`src/rtl/store_word_merge_pkg.sv`:
```
// Shared encodings for the load/store sub-word units: store types and
// the store-merge FSM states.
package store_word_merge_pkg;

  typedef enum logic [1:0] {
    STORE_SB  = 2'd0,
    STORE_SH  = 2'd1,
    STORE_SW  = 2'd2,
    STORE_ILL = 2'd3
  } store_type_e;

  typedef enum logic [1:0] {
    ST_IDLE  = 2'd0,
    ST_READ  = 2'd1,
    ST_WRITE = 2'd2
  } state_e;

endpackage

```
`src/rtl/store_word_merge_lane.sv`:
```
// Combinational lane merge: overlays the low byte/half of wdata onto the
// word read back from memory. No sign or zero extension takes place.
module store_lane_merge
  import store_word_merge_pkg::*;
#(
  parameter int DATA_W = 32
) (
  input  logic [DATA_W-1:0] old_word,
  input  logic [15:0]       wdata,
  input  logic [1:0]        store_type,
  input  logic [1:0]        offset,
  output logic [DATA_W-1:0] new_word
);

  always_comb begin
    new_word = old_word;
    case (store_type_e'(store_type))
      STORE_SB: new_word[{offset, 3'b000} +: 8] = wdata[7:0];
      // Halfword alignment is checked at accept, so only offset[1] matters
      STORE_SH: begin
        if (offset[1]) new_word[31:16] = wdata;
        else           new_word[15:0]  = wdata;
      end
      default: ;
    endcase
  end

endmodule

```
`src/rtl/store_word_merge.sv`:
```
// SB/SH/SW store unit for a word-only data memory; sub-word stores are
// done as read-modify-write, misaligned/illegal requests raise an exception.
module store_word_merge
  import store_word_merge_pkg::*;
#(
  parameter int ADDR_W = 32,
  parameter int DATA_W = 32
) (
  input  logic              clk,
  input  logic              rst_n,
  input  logic              req_valid,
  output logic              req_ready,
  input  logic [1:0]        store_type,
  input  logic [ADDR_W-1:0] addr,
  input  logic [DATA_W-1:0] wdata,
  output logic              busy,
  output logic [ADDR_W-1:0] mem_addr,
  output logic              mem_re,
  input  logic [DATA_W-1:0] mem_rdata,
  input  logic              mem_rvalid,
  output logic              mem_we,
  output logic [DATA_W-1:0] mem_wdata,
  input  logic              mem_wack,
  output logic              done,
  output logic              exc_misalign
);

  state_e            state, state_nxt;
  store_type_e       req_type;
  store_type_e       type_p0;
  logic [1:0]        off_p0;
  logic [15:0]       half_p0;
  logic              accept;
  logic              bad_req;
  logic [DATA_W-1:0] merged;

  assign req_type = store_type_e'(store_type);
  assign accept   = req_valid && (state == ST_IDLE);

  always_comb begin
    case (req_type)
      STORE_SB: bad_req = 1'b0;
      STORE_SH: bad_req = addr[0];
      STORE_SW: bad_req = (addr[1:0] != 2'b00);
      default:  bad_req = 1'b1;
    endcase
  end

  always_ff @(posedge clk) begin
    if (!rst_n) state <= ST_IDLE;
    else        state <= state_nxt;
  end

  always_comb begin
    state_nxt = state;
    case (state)
      ST_IDLE: begin
        if (accept && !bad_req)
          state_nxt = (req_type == STORE_SW) ? ST_WRITE : ST_READ;
      end
      ST_READ:  if (mem_rvalid) state_nxt = ST_WRITE;
      ST_WRITE: if (mem_wack)   state_nxt = ST_IDLE;
      default:  state_nxt = ST_IDLE;
    endcase
  end

  always_comb begin
    req_ready = (state == ST_IDLE);
    busy      = (state != ST_IDLE);
    mem_re    = (state == ST_READ);
    mem_we    = (state == ST_WRITE);
  end

  // Accept stage: request copy held for the merge, no reset needed
  always_ff @(posedge clk) begin
    if (accept && !bad_req) begin
      type_p0 <= req_type;
      off_p0  <= addr[1:0];
      half_p0 <= wdata[15:0];
    end
  end

  store_lane_merge #(.DATA_W(DATA_W)) u_merge (
    .old_word   (mem_rdata),
    .wdata      (half_p0),
    .store_type (type_p0),
    .offset     (off_p0),
    .new_word   (merged)
  );

  // Memory-side registers and completion/exception pulses
  always_ff @(posedge clk) begin
    if (!rst_n) begin
      mem_addr     <= '0;
      mem_wdata    <= '0;
      done         <= 1'b0;
      exc_misalign <= 1'b0;
    end else begin
      done         <= (state == ST_WRITE) && mem_wack;
      exc_misalign <= accept && bad_req;
      if (accept && !bad_req) begin
        mem_addr <= {addr[ADDR_W-1:2], 2'b00};
        if (req_type == STORE_SW) mem_wdata <= wdata;
      end
      if ((state == ST_READ) && mem_rvalid) mem_wdata <= merged;
    end
  end

endmodule

```
`config.mk`:
```
export PLATFORM = sky130hd
export DESIGN_NAME = store_word_merge
export DESIGN_NICKNAME = d
export VERILOG_FILES = /design/src/rtl/store_word_merge_pkg.sv /design/src/rtl/store_word_merge_lane.sv /design/src/rtl/store_word_merge.sv
export SDC_FILE = /design/constraint.sdc
export NUM_CORES = 1
export LEC_CHECK = 0
export ABC_AREA = 1
export CAP_MARGIN = 15
export CORE_ASPECT_RATIO = 1.4
export CORE_MARGIN = 3
export CORE_UTILIZATION = 45
export DETAILED_ROUTE_END_ITERATION = 6
export GPL_TIMING_DRIVEN = 1
export HOLD_SLACK_MARGIN = 0.08
export PLACE_DENSITY = 0.9
export RECOVER_POWER = 50
export SLEW_MARGIN = 20
export SYNTH_ARGS = -nofsm -noshare
export SYNTH_HDL_FRONTEND = slang
export SYNTH_HIERARCHICAL = 1
export SYNTH_SLANG_ARGS = --single-unit
```
`constraint.sdc`:
```
create_clock -name clk -period 3 [get_ports clk]
set_clock_uncertainty 0.2 [all_clocks]
set_input_delay 0.75 -clock clk [delete_from_list [all_inputs] [get_ports clk]]
set_output_delay 0.75 -clock clk [all_outputs]
set_load 0.01 [all_outputs]
```
==> flow_summary.toml <==
[cells_and_area]
num-nets-final = 1079
commonest_cells_after_routing_fill_and_taps_aside = "nand2_1, nor2_1, clkdlybuf4s50_1, dlygate4sd3_1, dfxtp_1"
commonest_non_fill_non_tap_cell_in_the_layout = "nand2_1"
fillerInstances = 979
drive_gt1_frac = 0.0471
finish.instance_area_sq_um = 7250
areaGrowthSynthToFinish_pct = 39.8

[synth]
yosys_warnings = 6
yosys_register_bits = 86
synthesis.instances = 822
post_synth_edffs = 20
synthDistinctLibCells = 27
netlist_area_sq_um = 5190
synth-seq-area-share = 0.370
synth-async-reset-ratio = 0
synth_area_per_cell_sq_um = 6.31
yosys_most_used_dff = "dfxtp_1"

[floorplanning]
dieHeight_um = 133
dieArea_sq_um = 12900
floorplan.die.width_um = 96.7
core_sq_um = 11000
floorplan.io_pins = 173
initial_core_util = 0.470
placementRows = 45

[clocking]
clk_latency_ns = 0.34
hold_buffers = 0
cts.reportedPaths.clkPinSlew_ns = 0.06
cts_buffers = 9
cts_tree = "done"
cts.repair_timing.setup_buffer_count = 0
cts-root-buf = "clkbuf_16"
clkSinkCount = 86
htree_num_levels = 3
cts_repair_resize_count = 0
cts_buffer_depth = 2

[detailed_routing]
dr_vias = 5632
drtAntennaViolNets = 0
detail_route.drc_violations = 0
post_drt_via_cell_ratio = 5.03
dr.pass1.iters = 5
wl_per_cell_um = 14.2
drt-total-wl_um = 16000
drt_iter0_markers = 409

[power_and_ir_drop]
power_density_nw_per_um2 = 623
vdd_drop_max_mv = 0.458
p_leak_nw = 3.58

[run_status]
failed_checks = "max-capacitance violations, max-slew violations"
run_status = "finished with violations"

[worst_setup_path]
cp_data_required_time_ns = 3.07
cp_data_arrival_time_ns = 2.62
worst_setup_path_start_kind = "input pin"
timing_worst_setup_path_type = "in -> reg"
timing.critical_path.fanout_max = 45
endpoint_kind = "flip-flop"

[global_routing]
global_route_wire_length_before_repair_um = 26200
globalRouteOverflowTotal = 0
pin_count_of_the_biggest_net_entering_global_routing = 66
antenna_violations_before_repair = 2
global_route.usage.total = 0.247
via_count_of_the_first_global_routing_pass = 5465

[timing]
rsz0062_at_grt = "false"
slew-limit-headroom = -0.142
period_minus_slack_ns = 2.55
setup_viol = 0
final.setup.worst_slack_ns = 0.453
fmaxAchievable_mhz = 393
maxSlewViolCount = 46
worst_slew_pin_slew_ns = 1.71
holdWs_ns = 0.276
hold_viol_final = 0
setup-tns-final_ns = 0
share_of_the_cycle_needed_by_the_critical_path_after_routing = 0.849

[place]
post-dp-hpwl_um = 11800
place_worst_setup_slack_ns = 0.360
gp_routability_congestion = 0.971
port_buffer_cells = 170
placement.cell_area_sq_um = 6960

[min_path]
min_path_type = "reg -> reg"

[run]
maxCapViolations = 1
synthesized netlist by cell type, types with 5 or more instances:
| library cell | instances | share of area |
|---|---|---|
| nand2_1 | 284 | 0.21 |
| nor2_1 | 142 | 0.10 |
| dfxtp_1 | 66 | 0.25 |
| inv_1 | 57 | 0.041 |
| o21ai_0 | 48 | 0.046 |
| nand3_1 | 41 | 0.040 |
| a21oi_1 | 34 | 0.033 |
| nand3b_1 | 32 | 0.046 |
| buf_2 | 21 | 0.020 |
| edfxtp_1 | 20 | 0.12 |
| clkbuf_1 | 14 | 0.010 |
| nand4_1 | 14 | 0.017 |
| o21a_1 | 6 | 0.0087 |
| buf_1 | 5 | 0.0036 |
| buf_4 | 5 | 0.0072 |
| ha_1 | 5 | 0.012 |
| inv_2 | 5 | 0.0036 |
| o21ai_1 | 5 | 0.0048 |
per-layer routing:
metal	global-route usage	wire length [um]	up-vias
li1	-	-	2896
met1	0.283	6060	2471
met2	0.421	7770	236
met3	0.0876	1660	29
met4	0.0906	460	0
met5	0	0	-
layout make-up:
class,instances,area [sq um],area share
inverter,64,240,0.0331
tap,141,176,0.0243
sequential,86,1920,0.265
multi-input combinational,624,2770,0.382
clock buffer,9,225,0.0311
timing repair buffer,186,1840,0.254
clock inverter,7,71.3,0.00983
antenna,3,7.51,0.00104
stage by stage:
step	instances	util	power, W
final	1120	0.657	0.00452
after global routing	1119	0.657	0.00483
after CTS	1117	0.658	0.00461
after detailed placement	1101	0.631	0.00349
after global placement	1101	0.631	0.00346
after floorplan	823	-	0.00267
sequential cells by signal, summed over array words and instances, names as in the netlist:
name and count:
done 1, type_p0 2, mem_addr 30, half_p0 16, exc_misalign 1, mem_wdata 32, state 2, off_p0 2
worst paths after layout:
path	cells past startpoint	slack, ns	to	start
max	4	0.45	mem_wdata[29]$_SDFFE_PN0P_	rst_n
min reg2reg	2	0.28	mem_addr[29]$_SDFFE_PN0P_	mem_addr[29]$_SDFFE_PN0P_
max reg2reg	11	0.50	mem_wdata[25]$_SDFFE_PN0P_	off_p0[1]$_DFFE_PP_
min	2	0.28	mem_addr[29]$_SDFFE_PN0P_	mem_addr[29]$_SDFFE_PN0P_
where the power goes:
| group | switching [W] | total [W] | internal [W] |
|---|---|---|---|
| Sequential | 0.000133 | 0.00156 | 0.00142 |
| Combinational | 0.00102 | 0.00185 | 0.000825 |
| Clock | 0.000462 | 0.00111 | 0.000648 |
cell families after synthesis:
logic type | after synthesis | synth area share
flip-flops | 86 | 0.370
adder cells (fa/ha/maj) | 5 | 0.0121
other | 1 | 0.000723
AND/OR/NAND/NOR | 522 | 0.425
AO/OA/AOI/OAI | 95 | 0.0960
buffers and inverters | 113 | 0.0962
critical path, stage by stage:
cell	delay, ns
clkbuf_1	1.21
buf_4	0.44
nand2_1	0.09
nor2_1	0.10
Note: power is estimated with default switching activity, not from simulation.
